$ cat src/rtl/instr_loader_pkg.sv
`default_nettype none
// ============================================================================
//  Module      : instr_loader_pkg
//  Description : Shared widths and loader FSM state encodings (used with instr_mem)
//  Revision    : 1.0
// ============================================================================
package instr_loader_pkg;

    localparam int c_addr_w  = 8;
    localparam int c_byte_w  = 8;
    localparam int c_instr_w = 2 * c_byte_w;

    localparam logic [2:0] c_st_idle = 3'd0;
    localparam logic [2:0] c_st_len  = 3'd1;
    localparam logic [2:0] c_st_hi   = 3'd2;
    localparam logic [2:0] c_st_lo   = 3'd3;
    localparam logic [2:0] c_st_wr   = 3'd4;
    localparam logic [2:0] c_st_chk  = 3'd5;
    localparam logic [2:0] c_st_done = 3'd6;
    localparam logic [2:0] c_st_err  = 3'd7;

endpackage : instr_loader_pkg
`default_nettype wire

$ cat src/rtl/instr_loader.sv
`default_nettype none
// ============================================================================
//  Module      : instr_loader
//  Description : Framed byte-stream loader writing 16-bit words into instr_mem
//  Revision    : 1.0
// ============================================================================
module instr_loader
    import instr_loader_pkg::*;
#(
    parameter int ADDR_W  = c_addr_w,
    parameter int INSTR_W = c_instr_w,
    parameter int BYTE_W  = c_byte_w
) (
    input  logic               clk,
    input  logic               rst_n,
    input  logic               start,
    input  logic [BYTE_W-1:0]  in_data,
    input  logic               in_valid,
    output logic               in_ready,
    output logic               we,
    output logic [ADDR_W-1:0]  w_addr,
    output logic [INSTR_W-1:0] w_instr,
    output logic               busy,
    output logic               done,
    output logic               error,
    output logic               core_rst_n
);

    logic [2:0]        r_state;
    logic [BYTE_W-1:0] r_len;
    logic [BYTE_W-1:0] r_hi;
    logic [BYTE_W-1:0] r_csum;
    logic [ADDR_W-1:0] r_addr;

    logic w_xfer;
    logic w_last;

    // Ready depends on state alone so the host never sees a combinational path from in_valid.
    assign in_ready = (r_state == c_st_len) || (r_state == c_st_hi) ||
                      (r_state == c_st_lo)  || (r_state == c_st_chk);
    assign w_xfer   = in_valid && in_ready;
    assign w_last   = (r_addr == ADDR_W'(r_len - BYTE_W'(1)));

    always_ff @(posedge clk) begin
        if (!rst_n) begin
            r_state    <= c_st_idle;
            r_len      <= '0;
            r_hi       <= '0;
            r_csum     <= '0;
            r_addr     <= '0;
            we         <= 1'b0;
            w_addr     <= '0;
            w_instr    <= '0;
            busy       <= 1'b0;
            done       <= 1'b0;
            error      <= 1'b0;
            core_rst_n <= 1'b1;
        end else begin
            we <= 1'b0;
            case (r_state)
                c_st_idle, c_st_done, c_st_err: begin
                    if (start) begin
                        r_state    <= c_st_len;
                        done       <= 1'b0;
                        error      <= 1'b0;
                        busy       <= 1'b1;
                        core_rst_n <= 1'b0;
                        r_csum     <= '0;
                    end
                end
                c_st_len: begin
                    if (w_xfer) begin
                        r_len   <= in_data;
                        r_addr  <= '0;
                        r_state <= (in_data == '0) ? c_st_chk : c_st_hi;
                    end
                end
                c_st_hi: begin
                    if (w_xfer) begin
                        r_hi    <= in_data;
                        r_csum  <= r_csum ^ in_data;
                        r_state <= c_st_lo;
                    end
                end
                c_st_lo: begin
                    if (w_xfer) begin
                        w_instr <= INSTR_W'({r_hi, in_data});
                        w_addr  <= r_addr;
                        we      <= 1'b1;
                        r_csum  <= r_csum ^ in_data;
                        r_state <= c_st_wr;
                    end
                end
                c_st_wr: begin
                    // Counter stops at N-1, so a 255-word frame never wraps to 0.
                    if (w_last) begin
                        r_state <= c_st_chk;
                    end else begin
                        r_addr  <= r_addr + ADDR_W'(1);
                        r_state <= c_st_hi;
                    end
                end
                c_st_chk: begin
                    if (w_xfer) begin
                        if (in_data == r_csum) begin
                            done    <= 1'b1;
                            r_state <= c_st_done;
                        end else begin
                            error   <= 1'b1;
                            r_state <= c_st_err;
                        end
                        busy       <= 1'b0;
                        core_rst_n <= 1'b1;
                    end
                end
                default: r_state <= c_st_idle;
            endcase
        end
    end

endmodule : instr_loader
`default_nettype wire

$ cat config.mk
export PLATFORM = sky130hd
export DESIGN_NAME = instr_loader
export DESIGN_NICKNAME = d
export VERILOG_FILES = /design/src/rtl/instr_loader_pkg.sv /design/src/rtl/instr_loader.sv
export SDC_FILE = /design/constraint.sdc
export NUM_CORES = 1
export LEC_CHECK = 0
export ABC_AREA = 1
export BUFFER_PORTS_ARGS = -buffer_cell sky130_fd_sc_hd__buf_2
export CORE_AREA = 2 2 87 64
export DETAILED_ROUTE_END_ITERATION = 8
export DIE_AREA = 0 0 89 66
export PLACE_DENSITY = 0.9
export SYNTH_ARGS = -nofsm -noshare
export SYNTH_HDL_FRONTEND = slang
export SYNTH_SLANG_ARGS = --single-unit
$ cat constraint.sdc
create_clock -name clk -period 4.6 [get_ports clk]
set_input_delay 0.92 -clock clk [delete_from_list [all_inputs] [get_ports clk]]
set_output_delay 0.92 -clock clk [all_outputs]
set_load 0.1 [all_outputs]
### Word level (Yosys, flattened, before mapping)

Index checks and enable logic that the tools add are counted.

* $add $sub $neg: 2
* multipliers: 0
* divide/modulo/power cells: 0
* order comparisons: 0
* equal/unequal tests: 18
* shift-type cells: 0
* mux-type cells: 28
* bitwise logic cells: 1
* reductions and logical operators: 21

Operators by type and width (number)
* $mux W8: 4
* $pmux W8 S2: 2
* $mux W3: 7
* $pmux W3 S6: 1
* $eq A8 B8 Y1: 2
* $ne A2 B2 Y1 const B: 7
* $eq A3 B3 Y1 const B: 4
* $mux W1: 10
* $reduce_and A3 Y1: 3
* $add A8 B1 Y8 const B: 1
* $logic_not A8 Y1: 1
* $pmux W1 S2: 4
* $reduce_and A2 Y1: 4
* $reduce_and A4 Y1: 2
* $sub A8 B1 Y8 const B: 1
* $xor A8 B8 Y8: 1
* $eq A3 B2 Y1 const B: 2
* $reduce_bool A2 Y1: 3
* $reduce_and A5 Y1: 1
* $ne A2 B1 Y1 const B: 2
* $eq A3 B1 Y1 const B: 1
* $logic_not A3 Y1: 1
* $logic_or A1 B1 Y1: 3
* $reduce_or A3 Y1: 1
* other kinds (2): 2

* flip-flop bits (word level): 64
* latch bits: 0
* memory bits (writable): 0
* ROM bits: 0
* input bits: 12
* output and inout port bits: 30
* logic and storage cells: 82
* memories kept: 0

### Logic depth before layout (Yosys ltp)

Gate-level depths: netlist (run 1).

* depth in word-level cells: 7
* mapped depth: 14
* mapped depth without buffers: 14

### Least setup slack after synthesis (run 1)

OpenSTA, ideal clock, no wires.

* kind: reg-to-output
* from: reg r_state[0]
* to: out in_ready
* arrival time: 1.143 ns
* data required time: 3.680 ns
* slack: 2.537 ns
* cell stages (with the launch flop): 3
* buffers on the path: 0
* path through: dfxtp_1 -> nand2_1 -> nand2_1

* cells in the longest elaborated chain, start to end: 4
* elaborated cells on any way between the ends: 7
* classes of those cells: eq/ne: 4; reduce/logical: 3

RTL lines
* start: declaration: RTL line instr_loader.sv:29 `logic [2:0] r_state;`
* start signal: assignment: RTL line instr_loader.sv:46 `r_state <= c_st_idle;`
* start signal: assignment: RTL line instr_loader.sv:63 `r_state <= c_st_len;`
* start signal: assignment: RTL line instr_loader.sv:75 `r_state <= (in_data == '0) ? c_st_chk : c_st_hi;`
* $eq A3 B1 Y1 / $eq A3 B2 Y1 (equally long branches): RTL line instr_loader.sv:39 `assign in_ready = (r_state == c_st_len) || (r_state == c_st_hi) ||`
* $logic_or A1 B1 Y1 (2 in a row): RTL line instr_loader.sv:39
* $logic_or A1 B1 Y1 (*): RTL line instr_loader.sv:40 `(r_state == c_st_lo) || (r_state == c_st_chk);`
* end: declaration: RTL line instr_loader.sv:19 `output logic in_ready,`

Every way passes the cells marked *; elsewhere a longest branch is shown, timed or not.

### Final worst setup path (run 1)

* from: reg r_state[0]
* to: reg w_addr[0]

* cells in the longest elaborated chain, start to end: 6
* elaborated cells on any way between the ends: 9
* classes of those cells: eq/ne: 4; reduce/logical: 5

RTL lines
* $eq A3 B1 Y1 / $eq A3 B2 Y1 (equally long branches): RTL line instr_loader.sv:39
* $logic_or A1 B1 Y1 (2 in a row): RTL line instr_loader.sv:39
* $logic_or A1 B1 Y1: RTL line instr_loader.sv:40
* $logic_and A1 B1 Y1: RTL line instr_loader.sv:41 `assign w_xfer = in_valid && in_ready;`
* $reduce_and A2 Y1 (no source line) (*)
* end signal: assignment: RTL line instr_loader.sv:88 `w_addr <= r_addr;`
* end: declaration: RTL line instr_loader.sv:21 `output logic [ADDR_W-1:0] w_addr,`

Marked as above.
A chain may end at the register's enable or synchronous reset.

==> flow_metrics.env, run 1 <==
export IMPL_maxCapViolations=0
export IMPL_drv_slew=0
export IMPL_die_width_um=89
export IMPL_switching_share_pct=35.4
export IMPL_dieArea_sq_um=5870
export IMPL_avgSynthCellArea_sq_um=7.21
export IMPL_timing_fmax_mhz=370
export IMPL_worstRegToRegCells=5
export IMPL_setup_tns_ns=0
export IMPL_viasPerCell=5.47
export IMPL_layout_drive_gt1_share_pct=15.4
export IMPL_status="complete, no violations"
export IMPL_synth_most_common_cell="nand2_1"
export IMPL_grt_pass1_wl_mm=12.1
export IMPL_async_flop_share_pct=0
export IMPL_hpwl_mm=4.79
export IMPL_yosys_area_share_simple_pct=27.5
export IMPL_clk_latency_ns=0.35
export IMPL_power_mw=1.44
export IMPL_synth_mux_area_share_pct=0
export IMPL_fin_skew_ns=0.0102
export IMPL_cp_end_kind="register"
export IMPL_synth_top_family_by_area="simple AND/OR/NAND/NOR gates"
export IMPL_numPortBuffers=41
export IMPL_cts_repair_timing_setup_buffer_count=0
export IMPL_finalSetupViolCount=0
export IMPL_vias=2884
export IMPL_drt_pass1_iter_count=5
export IMPL_clock_sinks=64
export IMPL_vdd_ir_drop_max_mv=0.308
export IMPL_drtIter0Drc=292
export IMPL_synth_top_area_share_pct=42.8
export IMPL_cts_tree="built"
export IMPL_ctsResizeCount=0
export IMPL_required_ns=4.76
export IMPL_gp_congestion=0.926
export IMPL_grt_util_all_layers_pct=26.9
export IMPL_worst_pin_slew_ns=1.26
export IMPL_hold_viol=0
export IMPL_yosysSeqAreaShare_pct=42.8
export IMPL_path_clk_slew_ns=0.08
export IMPL_mappedNetlistNets=430
export IMPL_die_height_um=66
export IMPL_wire_per_inst_um=13.6
export IMPL_crit_fanout=26
export IMPL_finalCritPeriodShare_pct=58.8
export IMPL_clockBufferDepth=2
export IMPL_fin_crit_ns=2.70
export IMPL_synth_flop_cell="dfxtp_1"
export IMPL_synth_compound_area_share_pct=16.2
export IMPL_ant_nets=0
export IMPL_initial_utilization_pct=59.1
export IMPL_hold_buffers=0
export IMPL_p_leak_nw=1.48
export IMPL_p_clk_share_pct=33.1
export IMPL_start_kind="register"
export IMPL_htree_levels=3
export IMPL_cts_buffers=9
export IMPL_cts_root_buffer="clkbuf_8"
export IMPL_yosysWarnings=0
export IMPL_cp_arrival_ns=2.87
export IMPL_gr_total_overflow=0
export IMPL_seq_area_sq_um=1280
export IMPL_antenna_found_initial=0
export IMPL_power_density_nw_per_um2=423
export IMPL_fin_nets=465
export IMPL_synth_area_sq_um=2990
export IMPL_drc_errors=0
export IMPL_wirelength_mm=7.14
export IMPL_whs_path_depth=2
export IMPL_area_growth_pct=13.8
export IMPL_postLayoutCoreUtil_pct=67.3
export IMPL_synth_fa_ha_area_share_pct=1.25
export IMPL_criticalPathCategory="reg -> reg"
export IMPL_comb_power_share_pct=24.1
export IMPL_yosysUniqueCellTypes=26
export IMPL_core_sq_um=5060
export IMPL_synth_edf_count=0
export IMPL_num_rows=22
export IMPL_sequentialPowerShare_pct=42.8
export IMPL_yosysTopAreaCell="dfxtp_1"
export IMPL_slew_limit_headroom_pct=15.8
export IMPL_io_pin_count=42
export IMPL_diodes=0
export IMPL_synthTopCellsByCount="89 x nand2_1, 64 x dfxtp_1, 55 x a21oi_1, 46 x nand3_1, 39 x inv_1"
export IMPL_synthTopCellsByArea="dfxtp_1 43%, nand2_1 11%, a21oi_1 9.2%, nand3_1 7.7%, inv_1 4.9%"
export IMPL_post_synth_xor_area_fraction_pct=4.68
export IMPL_multi_input_area_sq_um=1480
export IMPL_synthCells=415
export IMPL_intPower_mw=0.932
export IMPL_ys_ff_latch=64
export IMPL_rsz0062_at_grt="no"
export IMPL_n_fill_cell=425
export IMPL_power_switching_mw=0.511
export IMPL_grt_max_degree=41
export IMPL_worst_hold_path_type="reg -> reg"
export IMPL_hold_ws_ns=0.463
export IMPL_grt_pass1_vias=2576
[power by group through the flow]
stage | sequential (mW) | clock (mW) | combinational [mW]
6_report | 0.617 | 0.478 | 0.348
2_1_floorplan | 0.677 | 0 | 0.240
3_3_place_gp | 0.627 | 0 | 0.334
5_1_grt | 0.622 | 0.505 | 0.389
4_1_cts | 0.616 | 0.476 | 0.345
3_5_place_dp | 0.628 | 0 | 0.341
[sequential cells by signal, summed over array words and instances, names as in the netlist]
name        flops
busy            1
core_rst_n      1
done            1
error           1
r_addr          8
r_csum          8
r_hi            8
r_len           8
r_state         3
w_addr          8
w_instr        16
we              1
[final timing paths]
kind	startpoint	end	slack [ns]
setup reg to reg	r_state[0]	w_addr[0]	1.90
hold / removal	w_addr[2]	w_addr[2]	0.46
hold reg to reg	w_addr[2]	w_addr[2]	0.46
setup / recovery	r_state[0]	w_addr[0]	1.90
[area by class of cell]
| cell class | instances | share of cell area, % |
|---|---|---|
| Clock buffer | 9 | 3.64 |
| Inverter | 40 | 4.41 |
| Clock inverter | 7 | 2.13 |
| Tap cell | 72 | 2.64 |
| Multi-Input combinational cell | 294 | 43.6 |
| Timing Repair Buffer | 41 | 6.02 |
| Sequential cell | 64 | 37.6 |
[metal layers]
metal | up-vias | share of wire [%] | track usage [%]
li1 | 1431 | - | -
met2 | 119 | 45 | 40.5
met1 | 1321 | 45 | 37.7
met3 | 13 | 8.4 | 8.11
met4 | 0 | 1.4 | 6.90
met5 | - | 0 | 0
[kinds of logic after synthesis]
logic type,count (synthesis)
AO/OA/AOI/OAI,88
XOR/XNOR,16
adder cells (fa/ha/maj),3
buffers and inverters,57
flip-flops,64
AND/OR/NAND/NOR,187
[metrics by stage]
| stage | std cells | worst slack, ns | instance area, sq um |
|---|---|---|---|
| after floorplan | 415 | 2.54 | 2990 |
| after global placement | 511 | 2.14 | 3210 |
| after detailed placement | 511 | 2.01 | 3210 |
| after CTS | 527 | 1.98 | 3410 |
| after global routing | 527 | 1.66 | 3410 |
| final | 527 | 1.90 | 3410 |
[placed cells by master, fill, tap and decap left out]
cell / count
nor2_2: 4
nor3b_1: 2
nor3_1: 5
clkbuf_8: 9
inv_1: 39
inv_2: 1
dfxtp_1: 64
clkinv_2: 2
o21ai_0: 24
nand2_1: 89
clkinvlp_4: 2
ha_1: 3
nand3_4: 1
buf_2: 41
nor2_1: 32
nand2_4: 1
bufinv_16: 1
xnor2_1: 5
nand4_1: 5
clkinv_4: 2
nand2_2: 2
a21oi_2: 3
o211a_1: 4
nand3_1: 46
xor2_1: 11
a31oi_1: 1
a21oi_1: 55
o21ai_4: 1
[critical path: stages (launching register included)]
cell and delay (ns):
dfxtp_1 0.43, inv_1 0.10, nor2_2 0.78, nand2_1 0.81, nand2_1 0.27, a21oi_1 0.12
No activity file was read; power rests on OpenSTA's default activity.
==> run 2, diff against run 1 <==
Settings changed: CORE_AREA 2 2 87 64 to 2 2 95 70, DIE_AREA 0 0 89 66 to 0 0 97 72, PLACE_DENSITY 0.9 to 0.8.
Clock period 4.6 ns to 2.34 ns, I/O delays scaled along.
==> run 2 against run 1 <==
Against the previous run:
- combinational power increased by 100%
- via count decreased by 1.2%
- clock power increased by 99%
- global-route usage decreased by 5.9 points
- non-clock buffer count increased by 7
- critical path depth increased by 8
- critical path type unchanged
- sequential share of layout area decreased by 0.68 points
- critical endpoint is now r_addr[1]
- die area increased by 19%
- sequential power increased by 96%
==> flow_metrics.env, run 2 (synthesis gave the netlist of run 1 again) <==
export IMPL_status="complete, no violations"
export IMPL_crit_fanout=8
export IMPL_dpl_cell_area_sq_um=3270
export IMPL_cts_buffers=9
export IMPL_vias=2849
export IMPL_hpwl_mm=5.18
export IMPL_p_clk_share_pct=33.1
export IMPL_grt_max_degree=25
export IMPL_dpl_cell_count=524
export IMPL_cts_root_buffer="clkbuf_8"
export IMPL_power_density_nw_per_um2=826
export IMPL_die_width_um=97
export IMPL_intPower_mw=1.90
export IMPL_cp_arrival_ns=2.22
export IMPL_gr_total_overflow=0
export IMPL_vdd_ir_drop_max_mv=0.717
export IMPL_hold_buffers=0
export IMPL_diodes=0
export IMPL_comb_power_share_pct=24.5
export IMPL_cp_end_kind="register"
export IMPL_hold_viol=0
export IMPL_layout_cells_non_filler=540
export IMPL_ctsResizeCount=0
export IMPL_required_ns=2.61
export IMPL_finalSetupViolCount=0
export IMPL_viasPerCell=5.28
export IMPL_num_rows=24
export IMPL_rsz0062_at_grt="no"
export IMPL_slew_limit_headroom_pct=63.5
export IMPL_path_clk_slew_ns=0.06
export IMPL_grt_util_all_layers_pct=21.0
export IMPL_fin_crit_ns=1.95
export IMPL_grt_pass1_wl_mm=11.9
export IMPL_dieArea_sq_um=6980
export IMPL_finalCritPeriodShare_pct=83.2
export IMPL_io_pin_count=42
export IMPL_cts_tree="built"
export IMPL_clk_latency_ns=0.34
export IMPL_wire_per_inst_um=13.2
export IMPL_fin_nets=472
export IMPL_wirelength_mm=7.11
export IMPL_core_sq_um=6040
export IMPL_die_height_um=72
export IMPL_initial_utilization_pct=49.6
export IMPL_dp_slack_ns=0.416
export IMPL_layout_drive_gt1_share_pct=16.2
export IMPL_layout_setup_ws_ns=0.394
export IMPL_power_mw=2.86
export IMPL_clockBufferDepth=2
export IMPL_layout_common_cells="89 x nand2_1, 64 x dfxtp_1, 55 x a21oi_1, 46 x nand3_1, 41 x buf_2"
export IMPL_mostFrequentLayoutCell="nand2_1"
export IMPL_worst_pin_slew_ns=0.546
export IMPL_n_fill_cell=531
export IMPL_fin_area_sq_um=3470
export IMPL_setup_tns_ns=0
export IMPL_sequentialPowerShare_pct=42.4
export IMPL_drc_errors=0
export IMPL_switching_share_pct=33.7
export IMPL_criticalPathCategory="reg -> reg"
export IMPL_ant_nets=0
export IMPL_drtIter0Drc=171
export IMPL_area_growth_pct=15.9
export IMPL_regMostFlops="w_instr"
export IMPL_p_leak_nw=1.53
export IMPL_drt_pass1_iter_count=5
export IMPL_largest_reg_flops=16
export IMPL_maxCapViolations=0
export IMPL_fin_skew_ns=0.00648
export IMPL_drv_slew=0
export IMPL_worst_hold_path_type="in -> reg"
export IMPL_start_kind="register"
export IMPL_grt_pass1_vias=2630
export IMPL_htree_levels=3
export IMPL_gp_congestion=0.921
export IMPL_power_switching_mw=0.966
export IMPL_clock_sinks=64
export IMPL_timing_fmax_mhz=514
export IMPL_cts_repair_timing_setup_buffer_count=0
export IMPL_antenna_found_initial=0
export IMPL_numPortBuffers=41
## run 2: cell count changes in the layout (fill, tap and decap cells not counted), sizes merged
| cell | delta |
|---|---|
| buf | +7 |
| clkbuf | +4 |
| clkinv | -2 |
| clkinvlp | -2 |
## run 2: worst max-delay path: stages, from the launching register on
cell and delay, ns:
dfxtp_1 0.34, inv_1 0.09, ha_1 0.31, nand2_1 0.07, inv_1 0.03, nor2_1 0.09
nand2_1 0.07, nor2_1 0.12, nand3_1 0.10, nor2_2 0.17, nand3_4 0.15, nand2_4 0.14
nand2_1 0.08, a21oi_2 0.12
## run 2: path summary, 6_finish.rpt
kind	start	endpoint	slack (ns)	cells after the start
min reg2reg	w_instr[5]	w_instr[5]	0.46	2
max reg2reg	r_len[0]	r_addr[1]	0.39	13
min	in_data[2]	w_instr[2]	0.43	3
max	r_len[0]	r_addr[1]	0.39	13
## run 2: power by group through the flow
stage / registers, mW / logic, mW / clock network, mW
floorplan: 1.33 / 0.473 / 0
global placement: 1.23 / 0.675 / 0
detailed placement: 1.24 / 0.695 / 0
CTS: 1.21 / 0.699 / 0.959
global route: 1.22 / 0.778 / 1.01
finish: 1.21 / 0.702 / 0.949
## run 2: final cells by class
type / instances / area (sq um) / area share [%]
Clock buffer: 13 / 159 / 4.58
Clock inverter: 3 / 40.0 / 1.15
Inverter: 40 / 150 / 4.33
Sequential cell: 64 / 1280 / 36.9
Multi-Input combinational cell: 294 / 1480 / 42.8
Tap cell: 78 / 97.6 / 2.81
Timing Repair Buffer: 48 / 258 / 7.43
## run 2: per-stage QoR
step	util (%)	hold WS, ns
6_report	57.5	0.430
2_1_floorplan	-	0.456
5_1_grt	57.5	0.433
3_3_place_gp	54.2	0.446
3_5_place_dp	54.2	0.450
4_1_cts	57.5	0.419
## run 2: routing by layer
metal | GRT usage, % | part of all wire, % | vias up
met1 | 27.6 | 46 | 1286
met2 | 34.3 | 46 | 102
li1 | - | - | 1450
met3 | 6.36 | 6.7 | 11
met4 | 5.63 | 1.1 | 0
met5 | 0 | 0 | -
